[src/rtl/part2_pkg.sv]
// Shared constants and channel-state encoding for the part2 serial demux/deserializer.
// Optional build macro DEMUX_PARITY_EN: 5-bit frames (4 data bits, then an odd-parity bit).
package part2_pkg;

  localparam int DATA_W = 4;
  localparam int NUM_CH = 4;
  localparam int SEL_W  = 2;

`ifdef DEMUX_PARITY_EN
  localparam int FRAME_LEN = DATA_W + 1;
`else
  localparam int FRAME_LEN = DATA_W;
`endif

  typedef enum logic [2:0] {
    ST_EMPTY = 3'd0,
    ST_P1    = 3'd1,
    ST_P2    = 3'd2,
    ST_P3    = 3'd3,
    ST_P4    = 3'd4
  } chan_state_t;

  // State that holds the second-to-last bit; the next bit completes the frame.
`ifdef DEMUX_PARITY_EN
  localparam chan_state_t ST_LAST = ST_P4;
`else
  localparam chan_state_t ST_LAST = ST_P3;
`endif

endpackage

[src/rtl/part2_chan_shift.sv]
// Per-channel shift register and bit counter; done flags the final bit of a frame combinationally.
// No backpressure; frame length follows DEMUX_PARITY_EN through part2_pkg.
module part2_chan_shift
  import part2_pkg::*;
(
  input  logic                 clk,
  input  logic                 rst,
  input  logic                 clr,
  input  logic                 shift_en,
  input  logic                 bit_in,
  output logic [FRAME_LEN-2:0] bits,
  output logic                 done
);

  chan_state_t state;

  assign done = shift_en && (state == ST_LAST);

  always_ff @(posedge clk or posedge rst) begin
    if (rst) begin
      state <= ST_EMPTY;
      bits  <= '0;
    end else if (clr) begin
      state <= ST_EMPTY;
      bits  <= '0;
    end else if (shift_en) begin
      if (done) begin
        // The completing bit goes straight to the top's word register.
        state <= ST_EMPTY;
        bits  <= '0;
      end else begin
        state <= chan_state_t'(state + 3'd1);
        bits  <= {bits[FRAME_LEN-3:0], bit_in};
      end
    end
  end

endmodule

[src/rtl/part2_demux_deser.sv]
// 1:4 registered demux plus per-channel serial deserializer; 1-cycle latency, no backpressure.
// Optional build macro DEMUX_PARITY_EN adds a trailing odd-parity bit per frame.
module part2_demux_deser
  import part2_pkg::*;
(
  input  logic              clk,
  input  logic              rst,
  input  logic              en,
  input  logic              clr,
  input  logic              T,
  input  logic              S0,
  input  logic              S1,
  output logic              Y0,
  output logic              Y1,
  output logic              Y2,
  output logic              Y3,
  output logic [DATA_W-1:0] word,
  output logic              word_valid,
  output logic [SEL_W-1:0]  word_ch,
  output logic              parity_err
);

  logic [SEL_W-1:0]     sel;
  logic [NUM_CH-1:0]    done;
  logic [FRAME_LEN-2:0] chan_bits [NUM_CH];
  logic [FRAME_LEN-1:0] frame;
  logic                 frame_err;
  logic [NUM_CH-1:0]    y_q;

  assign sel   = {S1, S0};
  assign frame = {chan_bits[sel], T};

  for (genvar g = 0; g < NUM_CH; g++) begin : g_chan
    part2_chan_shift u_chan (
      .clk      (clk),
      .rst      (rst),
      .clr      (clr),
      .shift_en (en && (sel == SEL_W'(g))),
      .bit_in   (T),
      .bits     (chan_bits[g]),
      .done     (done[g])
    );
  end

`ifdef DEMUX_PARITY_EN
  // Odd parity: an even count of ones across all five bits is an error.
  assign frame_err = ~(^frame);
`else
  assign frame_err = 1'b0;
`endif

  always_ff @(posedge clk or posedge rst) begin
    if (rst) begin
      y_q        <= '0;
      word       <= '0;
      word_valid <= 1'b0;
      word_ch    <= '0;
      parity_err <= 1'b0;
    end else begin
      y_q        <= en ? (NUM_CH'(T) << sel) : '0;
      word_valid <= 1'b0;
      if (!clr && done[sel]) begin
        word_valid <= 1'b1;
        word       <= frame[FRAME_LEN-1 -: DATA_W];
        word_ch    <= sel;
        parity_err <= frame_err;
      end
    end
  end

  assign Y0 = y_q[0];
  assign Y1 = y_q[1];
  assign Y2 = y_q[2];
  assign Y3 = y_q[3];

endmodule

[config.mk]
export PLATFORM = sky130hd
export DESIGN_NAME = part2_demux_deser
export DESIGN_NICKNAME = d
export VERILOG_FILES = /design/src/rtl/part2_pkg.sv /design/src/rtl/part2_chan_shift.sv /design/src/rtl/part2_demux_deser.sv
export SDC_FILE = /design/constraint.sdc
export NUM_CORES = 1
export LEC_CHECK = 0
export ABC_CLOCK_PERIOD_IN_PS = 2120
export BUFFER_PORTS_ARGS = -buffer_cell sky130_fd_sc_hd__buf_2
export CORE_AREA = 2 2 76 78
export DETAILED_ROUTE_END_ITERATION = 8
export DIE_AREA = 0 0 78 80
export SYNTH_ARGS = -nofsm -noshare
export SYNTH_HDL_FRONTEND = slang
export SYNTH_HIERARCHICAL = 1
export SYNTH_SLANG_ARGS = --single-unit
[constraint.sdc]
create_clock -name clk -period 2.12 [get_ports clk]
set_clock_uncertainty 0.15 [all_clocks]
set_input_delay 0.106 -clock clk [delete_from_list [all_inputs] [get_ports clk]]
set_output_delay 0.106 -clock clk [all_outputs]
set_load 0.01 [all_outputs]
==> results of run 1 <==
-- synthesized netlist by cell type (2+ instances only) --
library cell | count | area, sq um
sky130_fd_sc_hd__nand2b_4 | 8 | 110
sky130_fd_sc_hd__mux2_4 | 5 | 75.1
sky130_fd_sc_hd__mux2i_1 | 2 | 20.0
sky130_fd_sc_hd__ha_1 | 4 | 50.1
sky130_fd_sc_hd__nand2b_1 | 9 | 56.3
sky130_fd_sc_hd__nand3b_1 | 4 | 30.0
sky130_fd_sc_hd__nand2_1 | 6 | 22.5
sky130_fd_sc_hd__buf_6 | 5 | 56.3
sky130_fd_sc_hd__nand2b_2 | 8 | 70.1
sky130_fd_sc_hd__nor2_1 | 5 | 18.8
sky130_fd_sc_hd__dfrtp_1 | 35 | 876
sky130_fd_sc_hd__inv_1 | 5 | 18.8
sky130_fd_sc_hd__nor3b_1 | 3 | 22.5
sky130_fd_sc_hd__nand3_1 | 16 | 80.1
sky130_fd_sc_hd__mux4_2 | 2 | 45.0
sky130_fd_sc_hd__a21oi_2 | 8 | 70.1
sky130_fd_sc_hd__and3b_1 | 4 | 35.0
sky130_fd_sc_hd__o21ai_0 | 2 | 10.0
sky130_fd_sc_hd__a21oi_1 | 12 | 60.1
-- logic make-up (layout without fill, tap and decap cells) --
group / count (synthesis) / in the layout / synth area share
fa+ha+maj: 4 / 4 / 0.0274
simple gates: 68 / 68 / 0.265
mux: 10 / 10 / 0.0910
other cells: 1 / 1 / 0.00205
compound gates: 23 / 23 / 0.0876
flops: 35 / 35 / 0.479
buf+inv: 12 / 37 / 0.0479
-- state kept, by name, summed over array words and instances, names as in the netlist --
| signal | cells |
|---|---|
| g_chan.u_chan/bits | 12 |
| g_chan.u_chan/state | 12 |
| word | 4 |
| y_q | 4 |
| word_ch | 2 |
| word_valid | 1 |
-- final cells by class --
type | count | area [sq um] | share of cell area
multi-input cells | 106 | 870 | 0.412
inverters | 5 | 18.8 | 0.00890
repair buffers | 24 | 143 | 0.0676
flip-flops and latches | 35 | 876 | 0.415
well taps | 72 | 90.1 | 0.0427
clock buffers | 5 | 68.8 | 0.0326
clock inverters | 3 | 43.8 | 0.0208
-- power groups by stage --
stage | registers [mW] | logic, mW | clock network (mW)
3_3_place_gp | 0.698 | 0.0975 | 0
6_report | 0.684 | 0.101 | 0.596
5_1_grt | 0.686 | 0.113 | 0.648
2_1_floorplan | 0.697 | 0.0681 | 0
4_1_cts | 0.684 | 0.103 | 0.619
3_5_place_dp | 0.698 | 0.0996 | 0
-- worst paths after layout --
path	from	endpoint	slack [ns]	cells after the start
setup / recovery	en	word[0]	0.11	8
hold / removal	T	g_chan[0].u_chan/bits[0]	0.04	3
setup reg to reg	g_chan[0].u_chan/state[1]	word[0]	0.31	6
hold reg to reg	word[1]	word[1]	0.36	1
max in group asynchronous	rst	word_ch[0]	1.30	3
min in group asynchronous	rst	g_chan[2].u_chan/state[0]	0.18	3
-- layer usage --
layer | track usage | part of all wire | vias to the layer above
met5 | 0 | 0 | -
met4 | 0.0526 | 0.016 | 0
met3 | 0.0317 | 0.045 | 5
met2 | 0.197 | 0.46 | 23
met1 | 0.164 | 0.48 | 575
li1 | - | - | 574
-- critical path: cells and delay by family --
kind / cells / cell delay (ns)
AOI/OAI and AO/OA: 1 / 0.30
buffers and inverters: 2 / 0.68
muxes: 2 / 0.45
and+or+nand+nor: 3 / 0.49
-- cell usage in the layout, fill, tap and decap left out, types with 4 or more instances in the layout --
cell type and n:
sky130_fd_sc_hd__buf_2 17, sky130_fd_sc_hd__nand2b_4 8, sky130_fd_sc_hd__nand2b_1 9, sky130_fd_sc_hd__and3b_1 4, sky130_fd_sc_hd__mux2_4 5, sky130_fd_sc_hd__a21oi_2 8, sky130_fd_sc_hd__buf_4 5, sky130_fd_sc_hd__clkbuf_8 5
sky130_fd_sc_hd__ha_1 4, sky130_fd_sc_hd__dfrtp_1 35, sky130_fd_sc_hd__nor2_1 5, sky130_fd_sc_hd__inv_1 5, sky130_fd_sc_hd__nand2_1 6, sky130_fd_sc_hd__nand3_1 16, sky130_fd_sc_hd__nand2b_2 8, sky130_fd_sc_hd__a21oi_1 12
sky130_fd_sc_hd__nand3b_1 4
-- metrics by stage --
| step | worst slack, ns | area, sq um | total power [mW] | hold WS (ns) | std cells |
|---|---|---|---|---|---|
| 6_report | 0.113 | 2110 | 1.38 | 0.0366 | 250 |
| 5_1_grt | 0.0235 | 2110 | 1.45 | 0.0294 | 250 |
| 4_1_cts | 0.125 | 2100 | 1.41 | 0.0190 | 249 |
| 3_5_place_dp | 0.216 | 1960 | 0.797 | -0.0601 | 239 |
| 3_3_place_gp | 0.267 | 1960 | 0.795 | -0.0533 | 239 |
| 2_1_floorplan | 0.403 | 1830 | 0.765 | -0.253 | 153 |
-- what timing repair did --
| action | in CTS | in global routing |
|---|---|---|
| endpoints found under the hold margin | 37 | 0 |
| endpoints found under the setup margin | 0 | 4 |
| buffers inserted | 0 | 1 |
| resized for setup | 0 | 1 |
| hold buffers | 2 | 0 |
==> results.json, run 1 <==
{
  "nNetsFinal": 188,
  "power_switching_uw": 314,
  "detailedPlacementHpwl_mm": 2.43,
  "routabilityCongestion": 0.750,
  "timing_worst_setup_path_type": "input pin to flop",
  "setup_tns_ns": 0,
  "cts.htree.levels": 2,
  "wl_per_cell_um": 13.5,
  "longest_individual_stage_delay_on_the_worst_path_ns": 0.52,
  "power_density_nw_per_um2": 655,
  "root_buffer": "sky130_fd_sc_hd__clkbuf_8",
  "result_of_the_run": "complete, no violations",
  "vdd.ir_drop.worst_uv": 252,
  "number_of_design_rule_violations_left_by_the_first_detailed_router_iteration": 70,
  "syn2layout_area_growth_pct": 15.4,
  "path_clk_slew_ns": 0.07,
  "drc": 0,
  "count_of_pins_on_the_block_boundary": 19,
  "post-route-min-period_ns": 2.01,
  "power.combinational.fraction": 0.073,
  "timing.critical_path.required_ns": 2.15,
  "globalRouteOverflowTotal": 0,
  "synth_sequential_area_ratio": 0.479,
  "hold_violations": 0,
  "route.vias.total": 1177,
  "final_antenna_diode_count": 0,
  "routed_wl_mm": 3.38,
  "share_seq_of_total_power": 0.495,
  "timing.final.setup_violations": 0,
  "netlist_area_sq_um": 1830,
  "postSynthAreaPerCell_sq_um": 11.9,
  "async_reset_ff_frac": 1.00,
  "sw_frac_of_total": 0.227,
  "start_util": 0.338,
  "synth_edf_count": 0,
  "period_share": 0.947,
  "cpMaxStageDelayCell": "sky130_fd_sc_hd__dlygate4sd3_1",
  "placement_rows": 27,
  "fillCellCount": 543,
  "timing.critical_path.cells": "dlygate4sd3_1, buf_2, and3b_2, nand2_1, nor2_1, mux2i_1, o22ai_4, mux2_4",
  "track_usage": 0.125,
  "post-route-util": 0.390,
  "dieArea_sq_um": 6240,
  "timing.critical_path.arrival_ns": 2.03,
  "ys_warn_count": 6,
  "total_clock_buffers_created_by_cts": 5,
  "pin_count_of_the_biggest_net_entering_global_routing": 25,
  "syn_inst_count": 153,
  "leakage_nw": 0.965,
  "number_of_antenna_violations_at_the_first_check_in_global_routing": 0,
  "finalMaxSlewViolations": 0,
  "synthFlopType": "sky130_fd_sc_hd__dfrtp_1",
  "grt_pass1_vias": 1176,
  "drv.max_cap_violation_count": 0,
  "drt-pass1-iter-count": 4,
  "insertion_delay_ns": 0.29,
  "core-area_sq_um": 5410,
  "ys_ff_latch": 35,
  "fmax_mhz": 498,
  "worstPathMaxFanout": 11,
  "die_width_um": 78,
  "critical_path_endpoint_category": "flop",
  "grt_setup_unrepaired": "false",
  "tritoncts": "built",
  "yosysUniqueCellTypes": 29,
  "placement.io_buffers": 17,
  "drive_gt1_frac": 0.371,
  "synthesis.nets": 164,
  "grt_first_pass_wirelength_mm": 5.93,
  "cts.sinks": 35,
  "critPathLaunchType": "input pin",
  "die_h_um": 80,
  "viasPerCell": 4.71,
  "ant_nets": 0,
  "hold_path_class": "input pin to flop",
  "share_clk_of_total_power": 0.432,
  "cell_internal_power_mw": 1.07,
  "ctsLongestPathBuffers": 2
}
(Power assumes the default switching activity.)
==> inputs of run 2 (changes only) <==
--- a/config.mk
+++ b/config.mk
@@ -5,11 +5,15 @@
 export SDC_FILE = /design/constraint.sdc
 export NUM_CORES = 1
 export LEC_CHECK = 0
-export ABC_CLOCK_PERIOD_IN_PS = 2120
+export ABC_CLOCK_PERIOD_IN_PS = 2600
 export BUFFER_PORTS_ARGS = -buffer_cell sky130_fd_sc_hd__buf_2
+export CELL_PAD_IN_SITES_DETAIL_PLACEMENT = 0
+export CELL_PAD_IN_SITES_GLOBAL_PLACEMENT = 2
 export CORE_AREA = 2 2 76 78
+export CTS_BUF_LIST = sky130_fd_sc_hd__clkbuf_8 sky130_fd_sc_hd__clkbuf_16
 export DETAILED_ROUTE_END_ITERATION = 8
 export DIE_AREA = 0 0 78 80
+export PLACE_DENSITY_LB_ADDON = 0.1
 export SYNTH_ARGS = -nofsm -noshare
 export SYNTH_HDL_FRONTEND = slang
 export SYNTH_HIERARCHICAL = 1
==> constraint.sdc (replaced) <==
create_clock -name clk -period 2.6 [get_ports clk]
set_clock_uncertainty 0.15 [all_clocks]
set_input_delay 0.13 -clock clk [delete_from_list [all_inputs] [get_ports clk]]
set_output_delay 0.13 -clock clk [all_outputs]
set_load 0.01 [all_outputs]
==> run 2 against run 1 <==
Critical path depth is 2 lower. Largest cell class unchanged. Sequential power is 18% lower. Cell count is 1.6% lower. Combinational power is 21% lower. Routed wire length is 15% higher. Sequential share of layout area is 0.27 points higher. Clock power hardly changed. Core utilization is 0.25 points lower. Global-route usage is 1.6 points higher.
==> results.json, run 2 (synthesis results as in run 1) <==
{
  "core-area_sq_um": 5410,
  "timing.critical_path.required_ns": 2.64,
  "ant_nets": 0,
  "ctsLongestPathBuffers": 2,
  "slew-limit-headroom": 0.625,
  "timing.final.setup_violations": 0,
  "final_cell_count_no_fill": 246,
  "critical_path_endpoint_category": "flop",
  "cts.repair.resized": 0,
  "routabilityCongestion": 0.751,
  "crit_path_end": "word[1]",
  "track_usage": 0.141,
  "number_of_antenna_violations_at_the_first_check_in_global_routing": 0,
  "dieArea_sq_um": 6240,
  "insertion_delay_ns": 0.29,
  "largestRegisters": "g_chan.u_chan/bits x12, g_chan.u_chan/state x12",
  "grt_setup_unrepaired": "false",
  "worst_flop_to_flop_path_endpoint": "word[1]",
  "post-route-min-period_ns": 1.84,
  "whs_path_depth": 3,
  "reg2reg_from": "g_chan[3].u_chan/state[1]",
  "syn2layout_area_growth_pct": 14.6,
  "nNetsFinal": 184,
  "start_util": 0.338,
  "path_clk_slew_ns": 0.08,
  "globalRouteOverflowTotal": 0,
  "period_share": 0.708,
  "cts.htree.levels": 2,
  "drive_gt1_frac": 0.356,
  "final_antenna_diode_count": 0,
  "timing_worst_setup_path_type": "flop to flop",
  "hold_path_class": "input pin to flop",
  "result_of_the_run": "complete, no violations",
  "layout_setup_ws_ns": 0.758,
  "power_density_nw_per_um2": 589,
  "pin_count_of_the_biggest_net_entering_global_routing": 27,
  "wl_per_cell_um": 15.8,
  "placed_cells_incl_taps": 237,
  "drv.max_cap_violation_count": 0,
  "routed_wl_mm": 3.89,
  "cts.sinks": 35,
  "drt-pass1-iter-count": 5,
  "leakage_nw": 0.950,
  "internal_reg_to_reg_setup_slack_ns": 0.76,
  "worst_slew_pin_slew_ns": 0.562,
  "root_buffer": "sky130_fd_sc_hd__clkbuf_8",
  "grt_first_pass_wirelength_mm": 6.60,
  "viasPerCell": 4.78,
  "fmax_mhz": 543,
  "vdd.ir_drop.worst_uv": 219,
  "setup.worst_path.start": "g_chan[3].u_chan/state[1]",
  "critPathLaunchType": "flop",
  "tritoncts": "built",
  "drc": 0,
  "count_of_pins_on_the_block_boundary": 19,
  "die_width_um": 78,
  "number_of_design_rule_violations_left_by_the_first_detailed_router_iteration": 77,
  "grt_pass1_vias": 1234,
  "hold_violations": 0,
  "finalMaxSlewViolations": 0,
  "final_common_cell": "sky130_fd_sc_hd__dfrtp_1",
  "cell_count_of_the_worst_reg_to_reg_path": 6,
  "total_clock_buffers_created_by_cts": 5,
  "detailedPlacementHpwl_mm": 2.80,
  "worstPathMaxFanout": 6,
  "most-common-layout-cells": "sky130_fd_sc_hd__dfrtp_1 (35), sky130_fd_sc_hd__buf_2 (17), sky130_fd_sc_hd__nand3_1 (16), sky130_fd_sc_hd__a21oi_1 (12), sky130_fd_sc_hd__nand2b_1 (9)",
  "setup_tns_ns": 0,
  "detailedPlace.worstSlack_ns": 0.584,
  "die_h_um": 80,
  "route.vias.total": 1177,
  "placement.io_buffers": 17,
  "timing.critical_path.arrival_ns": 1.88,
  "placement_rows": 27
}
[run 2: how the worst min path moves through the flow]
stage	start	to	slack, ns
after floorplan	rst	g_chan[0].u_chan/bits[0]	-0.23
after global placement	rst	g_chan[2].u_chan/bits[0]	-0.03
after detailed placement	rst	g_chan[1].u_chan/state[2]	-0.02
after CTS	en	y_q[0]	0.009
after global routing	en	y_q[0]	0.03
final	en	y_q[0]	0.02
[run 2: through the flow]
stage                      util  hold slack (ns)  area [sq um]  total power [mW]
after global placement    0.361          -0.0333          1950             0.646
after global routing      0.388           0.0343          2100              1.29
after CTS                 0.388          0.00889          2100              1.25
final                     0.388           0.0227          2100              1.23
after floorplan               -           -0.229          1830             0.624
after detailed placement  0.361          -0.0184          1950             0.649
[run 2: cell type report]
type | count | area, sq um
multi-input combinational | 106 | 865
inverter | 5 | 18.8
clock buffer | 5 | 68.8
fill | 527 | 3310
timing repair buffer | 20 | 110
tap | 72 | 90.1
clock inverter | 3 | 67.6
sequential | 35 | 876
[run 2: power by group]
| part | internal (mW) | switching (mW) |
|---|---|---|
| combinational | 0.0305 | 0.0488 |
| clock | 0.383 | 0.214 |
| sequential | 0.552 | 0.00655 |
[run 2: timing repair]
| action | 4_1_cts | 5_1_grt |
|---|---|---|
| buffers inserted | 0 | 0 |
| hold endpoints to repair | 35 | 0 |
| hold buffers | 1 | 0 |
[run 2: critical path, stage by stage (launching register included)]
cell and delay, ns:
sky130_fd_sc_hd__dfrtp_1 0.40, sky130_fd_sc_hd__ha_1 0.21, sky130_fd_sc_hd__nand2_1 0.07, sky130_fd_sc_hd__nor2_1 0.13
sky130_fd_sc_hd__mux2i_1 0.14, sky130_fd_sc_hd__o22ai_4 0.30, sky130_fd_sc_hd__mux2_4 0.33
[run 2: per-layer routing]
metal	vias to the layer above	track usage	share of wire
met5	-	0	0
met2	25	0.220	0.45
met1	577	0.192	0.50
li1	569	-	-
met3	6	0.0373	0.037
met4	0	0.0421	0.013
